### src/rtl/tx_stream_scheduler.sv
// Tx stream scheduler: picks OS generator vs. LPIF data path on 128b/130b block
// boundaries, inserting EDS before leaving the data stream and periodic SKP OSes.
module tx_stream_scheduler #(
   parameter int unsigned BLOCK_LEN    = 2,
   parameter int unsigned SKP_INTERVAL = 370,
   parameter int unsigned CNT_W        = 9
) (
   input  logic       clk,
   input  logic       rst_n,
   input  logic       link_up,
   input  logic       os_req,
   output logic       sel,
   output logic       data_stall,
   output logic       eds_req,
   output logic       skp_req,
   output logic       block_start,
   output logic [1:0] state_o
);

   localparam int unsigned BLK_W = (BLOCK_LEN > 1) ? $clog2(BLOCK_LEN) : 1;
   localparam logic [BLK_W-1:0] BLK_LAST = BLK_W'(BLOCK_LEN - 1);
   localparam logic [CNT_W-1:0] SKP_LAST = CNT_W'(SKP_INTERVAL - 1);

   typedef enum logic [1:0] {
      ST_OS   = 2'd0,
      ST_DATA = 2'd1,
      ST_EDS  = 2'd2,
      ST_SKP  = 2'd3
   } state_t;

   state_t           state_q, state_d;
   logic [BLK_W-1:0] blk_cnt_q, blk_cnt_d;
   logic [CNT_W-1:0] skp_cnt_q, skp_cnt_d;
   logic             skp_pending_q, skp_pending_d;
   logic             sel_q, sel_d;
   logic             data_stall_q, data_stall_d;
   logic             eds_req_q, eds_req_d;
   logic             skp_req_q, skp_req_d;
   logic             block_start_q, block_start_d;
   logic             boundary;

   // State, counters and registered output decode
   always_ff @(posedge clk or negedge rst_n) begin
      if (!rst_n) begin
         state_q       <= ST_OS;
         blk_cnt_q     <= '0;
         skp_cnt_q     <= '0;
         skp_pending_q <= 1'b0;
         sel_q         <= 1'b0;
         data_stall_q  <= 1'b1;
         eds_req_q     <= 1'b0;
         skp_req_q     <= 1'b0;
         block_start_q <= 1'b1;
      end else begin
         state_q       <= state_d;
         blk_cnt_q     <= blk_cnt_d;
         skp_cnt_q     <= skp_cnt_d;
         skp_pending_q <= skp_pending_d;
         sel_q         <= sel_d;
         data_stall_q  <= data_stall_d;
         eds_req_q     <= eds_req_d;
         skp_req_q     <= skp_req_d;
         block_start_q <= block_start_d;
      end
   end

   // Next-state, SKP scheduling and output decode of the next state
   always_comb begin
      state_d       = state_q;
      skp_cnt_d     = skp_cnt_q;
      skp_pending_d = skp_pending_q;
      boundary      = (blk_cnt_q == BLK_LAST);
      blk_cnt_d     = boundary ? '0 : blk_cnt_q + 1'b1;

      if (boundary) begin
         case (state_q)
            ST_OS:   if (link_up && !os_req) state_d = ST_DATA;
            ST_DATA: if (!link_up || os_req || skp_pending_q) state_d = ST_EDS;
            ST_EDS:  state_d = (skp_pending_q && link_up && !os_req) ? ST_SKP : ST_OS;
            ST_SKP:  state_d = (link_up && !os_req) ? ST_DATA : ST_OS;
            default: state_d = ST_OS;
         endcase

         // Leaving SKP or dropping to OS restarts the interval; entering or
         // staying in the data stream counts one more block (saturating).
         if (state_q == ST_SKP || state_d == ST_OS) begin
            skp_cnt_d     = '0;
            skp_pending_d = 1'b0;
         end else if (state_d == ST_DATA || state_d == ST_EDS) begin
            if (skp_cnt_q != SKP_LAST) skp_cnt_d = skp_cnt_q + 1'b1;
            if (skp_cnt_d == SKP_LAST) skp_pending_d = 1'b1;
         end
      end else if (state_q == ST_OS) begin
         skp_cnt_d     = '0;
         skp_pending_d = 1'b0;
      end

      sel_d         = (state_d == ST_DATA) || (state_d == ST_EDS);
      data_stall_d  = (state_d != ST_DATA);
      eds_req_d     = (state_d == ST_EDS);
      skp_req_d     = (state_d == ST_SKP);
      block_start_d = (blk_cnt_d == '0);
   end

   assign sel         = sel_q;
   assign data_stall  = data_stall_q;
   assign eds_req     = eds_req_q;
   assign skp_req     = skp_req_q;
   assign block_start = block_start_q;
   assign state_o     = state_q;

endmodule

### config.mk
export PLATFORM = sky130hd
export DESIGN_NAME = tx_stream_scheduler
export DESIGN_NICKNAME = d
export VERILOG_FILES = /design/src/rtl/tx_stream_scheduler.sv
export SDC_FILE = /design/constraint.sdc
export NUM_CORES = 1
export LEC_CHECK = 0
export CAP_MARGIN = 20
export CORE_UTILIZATION = 40
export DETAILED_ROUTE_END_ITERATION = 8
export DONT_BUFFER_PORTS = 1
export PLACE_DENSITY = 0.61
export SETUP_SLACK_MARGIN = 0.1
export SYNTH_ARGS = -nofsm -noshare
export SYNTH_HDL_FRONTEND = slang
export SYNTH_SLANG_ARGS = --single-unit
### constraint.sdc
create_clock -name clk -period 3.55 [get_ports clk]
set_input_delay 0.71 -clock clk [delete_from_list [all_inputs] [get_ports clk]]
set_output_delay 0.71 -clock clk [all_outputs]
set_load 0.05 [all_outputs]
**Word level (Yosys, flattened, before mapping)**

Cells that the tools add are included.

- Bits in registers: 18
- Input bits: 4
- Output and inout bits: 7
- Word-level logic and storage cells: 61

- Add/subtract/negate cells: 2
- Eq/ne operators: 13
- Mux-type cells: 21
- Bitwise gates (word level): 1
- Reduce and logical (&&, ||, !) cells: 15

Operators by type and width:

| operator | number |
|---|---|
| $mux 9 | 8 |
| $eq 2x2->1 const B | 5 |
| $mux 2 | 5 |
| $add 9x1->9 const B | 1 |
| $eq 9x9->1 const B | 1 |
| $ne 9x9->1 const B | 1 |
| $pmux 2 s4 | 1 |
| $mux 1 | 7 |
| $eq 2x1->1 const B | 3 |
| $ne 3x1->1 const B | 2 |
| $logic_or 1x1->1 | 5 |
| $logic_not 2->1 | 2 |
| $logic_and 1x1->1 | 3 |
| $reduce_and 3->1 | 1 |
| $logic_not 1->1 | 2 |
| $ne 2x1->1 const B | 1 |
| $reduce_and 2->1 | 1 |
| $reduce_bool 2->1 | 1 |
| $add 1x1->1 const B | 1 |
| $not 1->1 | 1 |

**Longest topological paths before layout**

Gate-level depths: netlist of the first run.

- Depth after elaboration: 16
- Mapped depth: 9
- Gate-level depth less buffers: 8

**Worst setup path after synthesis of the first run**

Ideal clock, no wire load.

- Path type: register -> register
- Start: register state_q[0], in the netlist state_o[0]
- End: register skp_cnt_q[1]
- Setup time: 82 ps
- Arrival: 2299 ps
- Required time: 3468 ps
- Setup slack: 1168 ps
- Cell stages (with the launch flop): 9
- Path buffers: 0
- Clock period less this slack: 2382 ps
- Path through: dfrtp_1 nor2b_1 a221oi_1 inv_1 ha_1 a211o_1 a21oi_1 a21oi_1 o22ai_1

- Longest elaborated chain between the ends: 7
- Elaborated cells on any way between the ends: 18
- Classes of those cells: eq/ne: 6; mux: 6; reduce/logical: 6

Ends and longest elaborated chain:

| element | line | RTL |
|---|---|---|
| start: declaration | 31 | `state_t state_q, state_d;` |
| start signal: assignment | 55 | `state_q <= state_d;` |
| $eq 2x2->1, or another cell as far along | 76, 86 |  |
| $pmux 2 s4 | 76 | `case (state_q)` |
| $mux 2 | 75 | `if (boundary) begin` |
| $eq 2x1->1, or another cell as far along | 89 | `end else if (state_d == ST_DATA \|\| state_d == ST_EDS) begin` |
| $logic_or 1x1->1, on equally long branches | 89, 86 |  |
| $ne 3x1->1 (no line) / $mux 9 (equally long branches) | -- |  |
| $reduce_and 2->1 (no line) / $mux 9 (equally long branches) | -- |  |
| end signal: assignment | 57 | `skp_cnt_q <= skp_cnt_d;` |
| end: declaration | 33 | `logic [CNT_W-1:0] skp_cnt_q, skp_cnt_d;` |

Parallel ways exist; a longest one is shown, timed or not. The select of a mux whose other input is x is not followed.
A chain may end at the register's enable or synchronous reset.

**Worst setup path after layout of the first run**

- Start: register state_q[0], in the netlist state_o[0]
- End: register skp_cnt_q[0]

The elaborated chain is that of the path after synthesis.

==> run summary, run 1 <==
Final Setup Violations: 0
Worst Tran Pin Value: 0.676 ns
routed vias: 773
GPL Wtd Cong: 0.809
# hold bufs at CTS: 0
latest clock arrival within the worst-skew pair: 0.28 ns
Overflow after GRT: 0
CTS sink cnt: 18
gate count of the mapped netlist: 106
die height: 53.1 µm
Layout Nets: 119
core area: 0.00248 mm²
Setup TNS Final: 0 ns
Port Buffers: 0
CP Class: reg -> reg
# H-tree levels: 1
CTS Buf Count: 3
Finished Core Util: 0.449
Max Slew Vio Count: 0
sequential share of the synthesized area: 0.433
Cell Area, Synth: 0.00105 mm²
effective utilization at floorplan: 0.422
via/cell ratio: 5.60
hold slack: 0.102 ns
Setup Buffers After CTS: 0
commonest non-fill, non-tap cell in the layout: dfrtp_1
CTS tree: yes
Critical Path RT: 3.76 ns
pwr/cell area: 346 mW/mm²
most frequent cells in the layout: 16 x dfrtp_1, 9 x a21oi_1, 8 x inv_1, 8 x nand2_1, 6 x ha_1
RSZ-0062 raised after global routing: no
Post-route DRC: 0
largest net degree at the start of global routing: 19
dpl hpwl: 1.44 mm
total number of yosys warnings: 0
post_cts resized: 0
Netlist cell types: 43
Hold Crit Class: in -> async
first-pass GRT wire length: 3.54 mm
Global Route Usage Sum: 0.172
P_leak: 0.492 nW
CP Max Fanout: 8
total power: 385 µW
Fmax achieved: 355 MHz
Rows: 18
slack of the critical path: 0.735 ns
drt wl/cell: 14.2 µm
peak supply drop: 182 µV
flops & latches, synth: 18
crit start category: register
clk buf depth: 2
clk slew on worst S/H paths: 0.11 ns
Slew HR: 0.550
Boundary Pins: 11
drt total wl: 1.96 mm
Avg Inst Size Synth: 9.87 µm²
initial detailed-routing violation count: 17
area grow syn2layout: 6.46%
Period minus WS final: 2.81 ns
initial antenna violation count: 0
die area: 0.00282 mm²
Layout Skew: 0.00856 ns
CP Data Arrival Time: 3.03 ns
Final Hold Violating Endpoints: 0
diodes inserted: 0
layout cells sized above 1: 0.139
outcome: finished, final reports clean
Post-Syn Nets: 116
vias in the first global route: 749
Detail Route Antenna Nets: 0
pre-CTS setup slack: 0.753 ns
MaxCap Viol Count: 0
Root Buffer: clkbuf_4
Crit. End Element: register
Final Cycle Share: 0.793
drt pass-1 iters: 4
Die X: 53.1 µm
per-layer routing:
metal,share of wire,GRT usage,wire length [µm]
met5,0,0,0
met4,0.010,0.0526,20
met3,0.029,0.0259,57
met2,0.45,0.259,886
met1,0.51,0.252,998
kinds of logic (layout without fill, tap and decap cells):
| kind of cell | count (synthesis) | count (layout) | synth area share |
|---|---|---|---|
| DFF | 18 | 18 | 0.433 |
| buffers and inverters | 11 | 13 | 0.0419 |
| adders and majority gates | 6 | 6 | 0.0718 |
| and+or+nand+nor | 37 | 37 | 0.228 |
| muxes | 2 | 2 | 0.0203 |
| AOI/OAI and AO/OA | 32 | 32 | 0.205 |
critical path, stage by stage (launching register included):
cell and delay (ns):
dfrtp_1 0.76, nor2_1 0.11, a221oi_1 0.38, inv_1 0.09, ha_1 0.33, a211o_1 0.23
a21oi_1 0.55, a21oi_1 0.13, o21ai_0 0.17
final timing paths:
| kind | cells after the start | endpoint | slack, ns | start |
|---|---|---|---|---|
| max | 8 | skp_cnt_q[0] | 0.74 | state_o[0] |
| min | 0 | skp_cnt_q[7] | 0.10 | rst_n |
| max reg2reg | 8 | skp_cnt_q[0] | 0.74 | state_o[0] |
| min reg2reg | 0 | block_start | 0.53 | blk_cnt_q |
| max in group asynchronous | 0 | data_stall | 3.27 | rst_n |
| min in group clk | 0 | block_start | 0.53 | blk_cnt_q |
flip-flops by register name, summed over array words and instances (netlist names):
signal,flops
blk_cnt_q,1
block_start,1
data_stall,1
eds_req,1
sel,1
skp_cnt_q,9
skp_pending_q,1
skp_req,1
state_o,2
final cells by class:
| cell class | count | area, µm² |
|---|---|---|
| Fill cell | 250 | 1360 |
| Multi-Input combinational cell | 77 | 549 |
| Sequential cell | 18 | 453 |
| Tap cell | 30 | 37.5 |
| Clock buffer | 4 | 36.3 |
| Inverter | 8 | 30.0 |
| Timing Repair Buffer | 1 | 7.51 |
synth_stat cells:
master | count | area share
o22ai_1 | 1 | 0.0060
dfrtp_1 | 16 | 0.38
a221oi_1 | 1 | 0.0084
a22o_1 | 2 | 0.017
buf_2 | 2 | 0.0096
clkbuf_1 | 1 | 0.0036
nor2b_1 | 3 | 0.018
mux2_2 | 1 | 0.011
or4_1 | 1 | 0.0072
inv_1 | 8 | 0.029
a211o_1 | 1 | 0.0084
nand4_1 | 1 | 0.0060
o21a_1 | 1 | 0.0072
or3_4 | 1 | 0.011
a21o_1 | 3 | 0.022
nor3_1 | 3 | 0.014
nor2_1 | 4 | 0.014
nand3b_1 | 1 | 0.0072
or3b_2 | 1 | 0.0084
a211oi_1 | 1 | 0.0072
o31a_1 | 1 | 0.0084
nand4b_1 | 1 | 0.0084
nand2b_1 | 2 | 0.012
o31ai_1 | 1 | 0.0072
o21ai_1 | 1 | 0.0048
mux2i_1 | 1 | 0.0096
ha_1 | 6 | 0.072
a21oi_1 | 9 | 0.043
a31oi_1 | 2 | 0.012
nand3_2 | 1 | 0.0096
nand4bb_4 | 1 | 0.026
and3b_2 | 1 | 0.0096
nor3b_1 | 1 | 0.0072
a2111o_1 | 1 | 0.011
o21ai_0 | 5 | 0.024
nand3_1 | 3 | 0.014
and4_1 | 1 | 0.0084
or2_2 | 1 | 0.0060
dfstp_2 | 2 | 0.050
o31ai_2 | 1 | 0.012
nand2_1 | 8 | 0.029
or3_1 | 2 | 0.012
o211ai_1 | 1 | 0.0072
stage by stage:
stage	area (µm²)	std cells
detailed placement	1080	134
CTS	1110	138
global route	1110	138
global placement	1080	134
floorplan	1050	106
finish	1110	138
power breakdown:
group          total [mW]  switching (mW)  internal (mW)
Sequential          0.230          0.0195          0.210
Clock               0.123          0.0607         0.0623
Combinational      0.0326          0.0194         0.0132
Total               0.385          0.0996          0.286
Power figures use the tool's default switching activity.
==> run 2, diff against run 1 <==
- clock period: 3.55 -> 2.8 ns (I/O delays scaled with it)
==> run 2 against run 1 <==
Compared with the run above:
- largest power group unchanged
- sequential cell count is the same
- wire length up 5.8%
- highest routed layer unchanged
- critical path type unchanged
- non-clock buffer count is 4 higher
- critical path depth up 1
==> run summary, run 2 (same netlist as run 1, synthesis figures left out) <==
Post-route DRC: 0
Final Hold Violating Endpoints: 0
drt total wl: 2.08 mm
CP Class: reg -> reg
Critical Path RT: 3.01 ns
dpl hpwl: 1.50 mm
peak supply drop: 243 µV
Port Buffers: 0
first-pass GRT wire length: 3.64 mm
Crit. End Element: register
latest clock arrival within the worst-skew pair: 0.28 ns
Die X: 53.1 µm
effective utilization at floorplan: 0.422
Biggest register: skp_cnt_q
Final Cycle Share: 0.832
core area: 0.00248 mm²
MaxCap Viol Count: 0
Detail Route Antenna Nets: 0
Worst Tran Pin Value: 0.717 ns
outcome: finished, final reports clean
commonest non-fill, non-tap cell in the layout: dfrtp_1
RSZ-0062 raised after global routing: no
Boundary Pins: 11
finished layout cell area: 0.00115 mm²
CP delay by family, top: compound AO/OA/AOI/OAI gates
drt pass-1 iters: 4
total power: 497 µW
# H-tree levels: 1
Fmax achieved: 429 MHz
via/cell ratio: 5.70
initial detailed-routing violation count: 24
routed vias: 809
area grow syn2layout: 9.57%
crit-path cells: nor2b_1, a221oi_1, inv_1, ha_1, a21o_1, nor2_1, buf_4, a21oi_1, o21ai_0
Placed Area: 0.00110 mm²
CP Max Fanout: 8
CTS Buf Count: 3
Rows: 18
diodes inserted: 0
CP Data Arrival Time: 2.54 ns
die area: 0.00282 mm²
Layout Skew: 0.00368 ns
crit start category: register
Layout Nets: 123
Bufs and invs on worst path: 2
Setup Buffers After CTS: 0
layout cells sized above 1: 0.161
Max Slew Vio Count: 0
hold slack: 0.104 ns
Period minus WS final: 2.33 ns
Overflow after GRT: 0
pwr/cell area: 433 mW/mm²
P_leak: 0.512 nW
Root Buffer: clkbuf_4
Global Route Usage Sum: 0.185
Hold Crit Class: in -> async
most frequent cells in the layout: 16 x dfrtp_1, 9 x a21oi_1, 8 x inv_1, 8 x nand2_1, 6 x ha_1
Slew HR: 0.520
max reg flops: 9
CTS sink cnt: 18
GPL Wtd Cong: 0.822
CTS tree: yes
drt wl/cell: 14.6 µm
clk buf depth: 2
slowest stage delay, CP: 0.46 ns
die height: 53.1 µm
initial antenna violation count: 0
vias in the first global route: 729
largest net degree at the start of global routing: 17
cell at the slowest stage of the critical path: dfrtp_1
clk slew on worst S/H paths: 0.10 ns
Setup TNS Final: 0 ns
Fillers: 241
Final Setup Violations: 0
[run 2: final cells by class]
| type | instances | area (µm²) | area share |
|---|---|---|---|
| Clock buffer | 4 | 36.3 | 0.0317 |
| Sequential cell | 18 | 453 | 0.395 |
| Tap cell | 30 | 37.5 | 0.0328 |
| Inverter | 8 | 30.0 | 0.0262 |
| Timing Repair Buffer | 5 | 40.0 | 0.0349 |
| Multi-Input combinational cell | 77 | 549 | 0.479 |
[run 2: repair_timing]
item                      4_1_cts  5_1_grt
hold buffers                    1        0
hold endpoints to repair       16        0
gates resized for setup         0        0
[run 2: layer usage]
layer / up-vias / GRT usage / wire [µm]
li1: 399 / - / -
met1: 396 / 0.270 / 1000
met2: 12 / 0.283 / 1010
met3: 2 / 0.0172 / 45
met4: 0 / 0.0658 / 20
met5: - / 0 / 0
[run 2: where the power goes]
group / total (mW) / switching, mW / internal [mW]
clock: 0.155 / 0.0758 / 0.0790
combinational: 0.0567 / 0.0352 / 0.0214
sequential: 0.285 / 0.0189 / 0.266
total: 0.497 / 0.130 / 0.367
[run 2: worst paths after layout]
check                      slack (ns)      endpoint       start  cells after the start
max in group asynchronous        1.59       skp_req       rst_n                      1
setup reg to reg                 0.47  skp_cnt_q[0]  state_o[0]                      9
hold reg to reg                  0.53   block_start   blk_cnt_q                      0
min in group clk                 0.53   block_start   blk_cnt_q                      0
setup / recovery                 0.47  skp_cnt_q[0]  state_o[0]                      9
hold / removal                   0.10    data_stall       rst_n                      0
[run 2: worst reg2reg max path: stages (launching register included)]
cell and delay, ns:
dfrtp_1 0.46, nor2b_1 0.17, a221oi_1 0.33, inv_1 0.09, ha_1 0.22, a21o_1 0.19
nor2_1 0.32, buf_4 0.23, a21oi_1 0.08, o21ai_0 0.16
[run 2: metrics by stage]
step,utilization,std cells,worst slack (ns)
5_1_grt,0.463,142,0.238
2_1_floorplan,-,106,0.418
3_3_place_gp,0.444,137,0.521
3_5_place_dp,0.444,137,0.437
6_report,0.463,142,0.471
4_1_cts,0.463,142,0.502
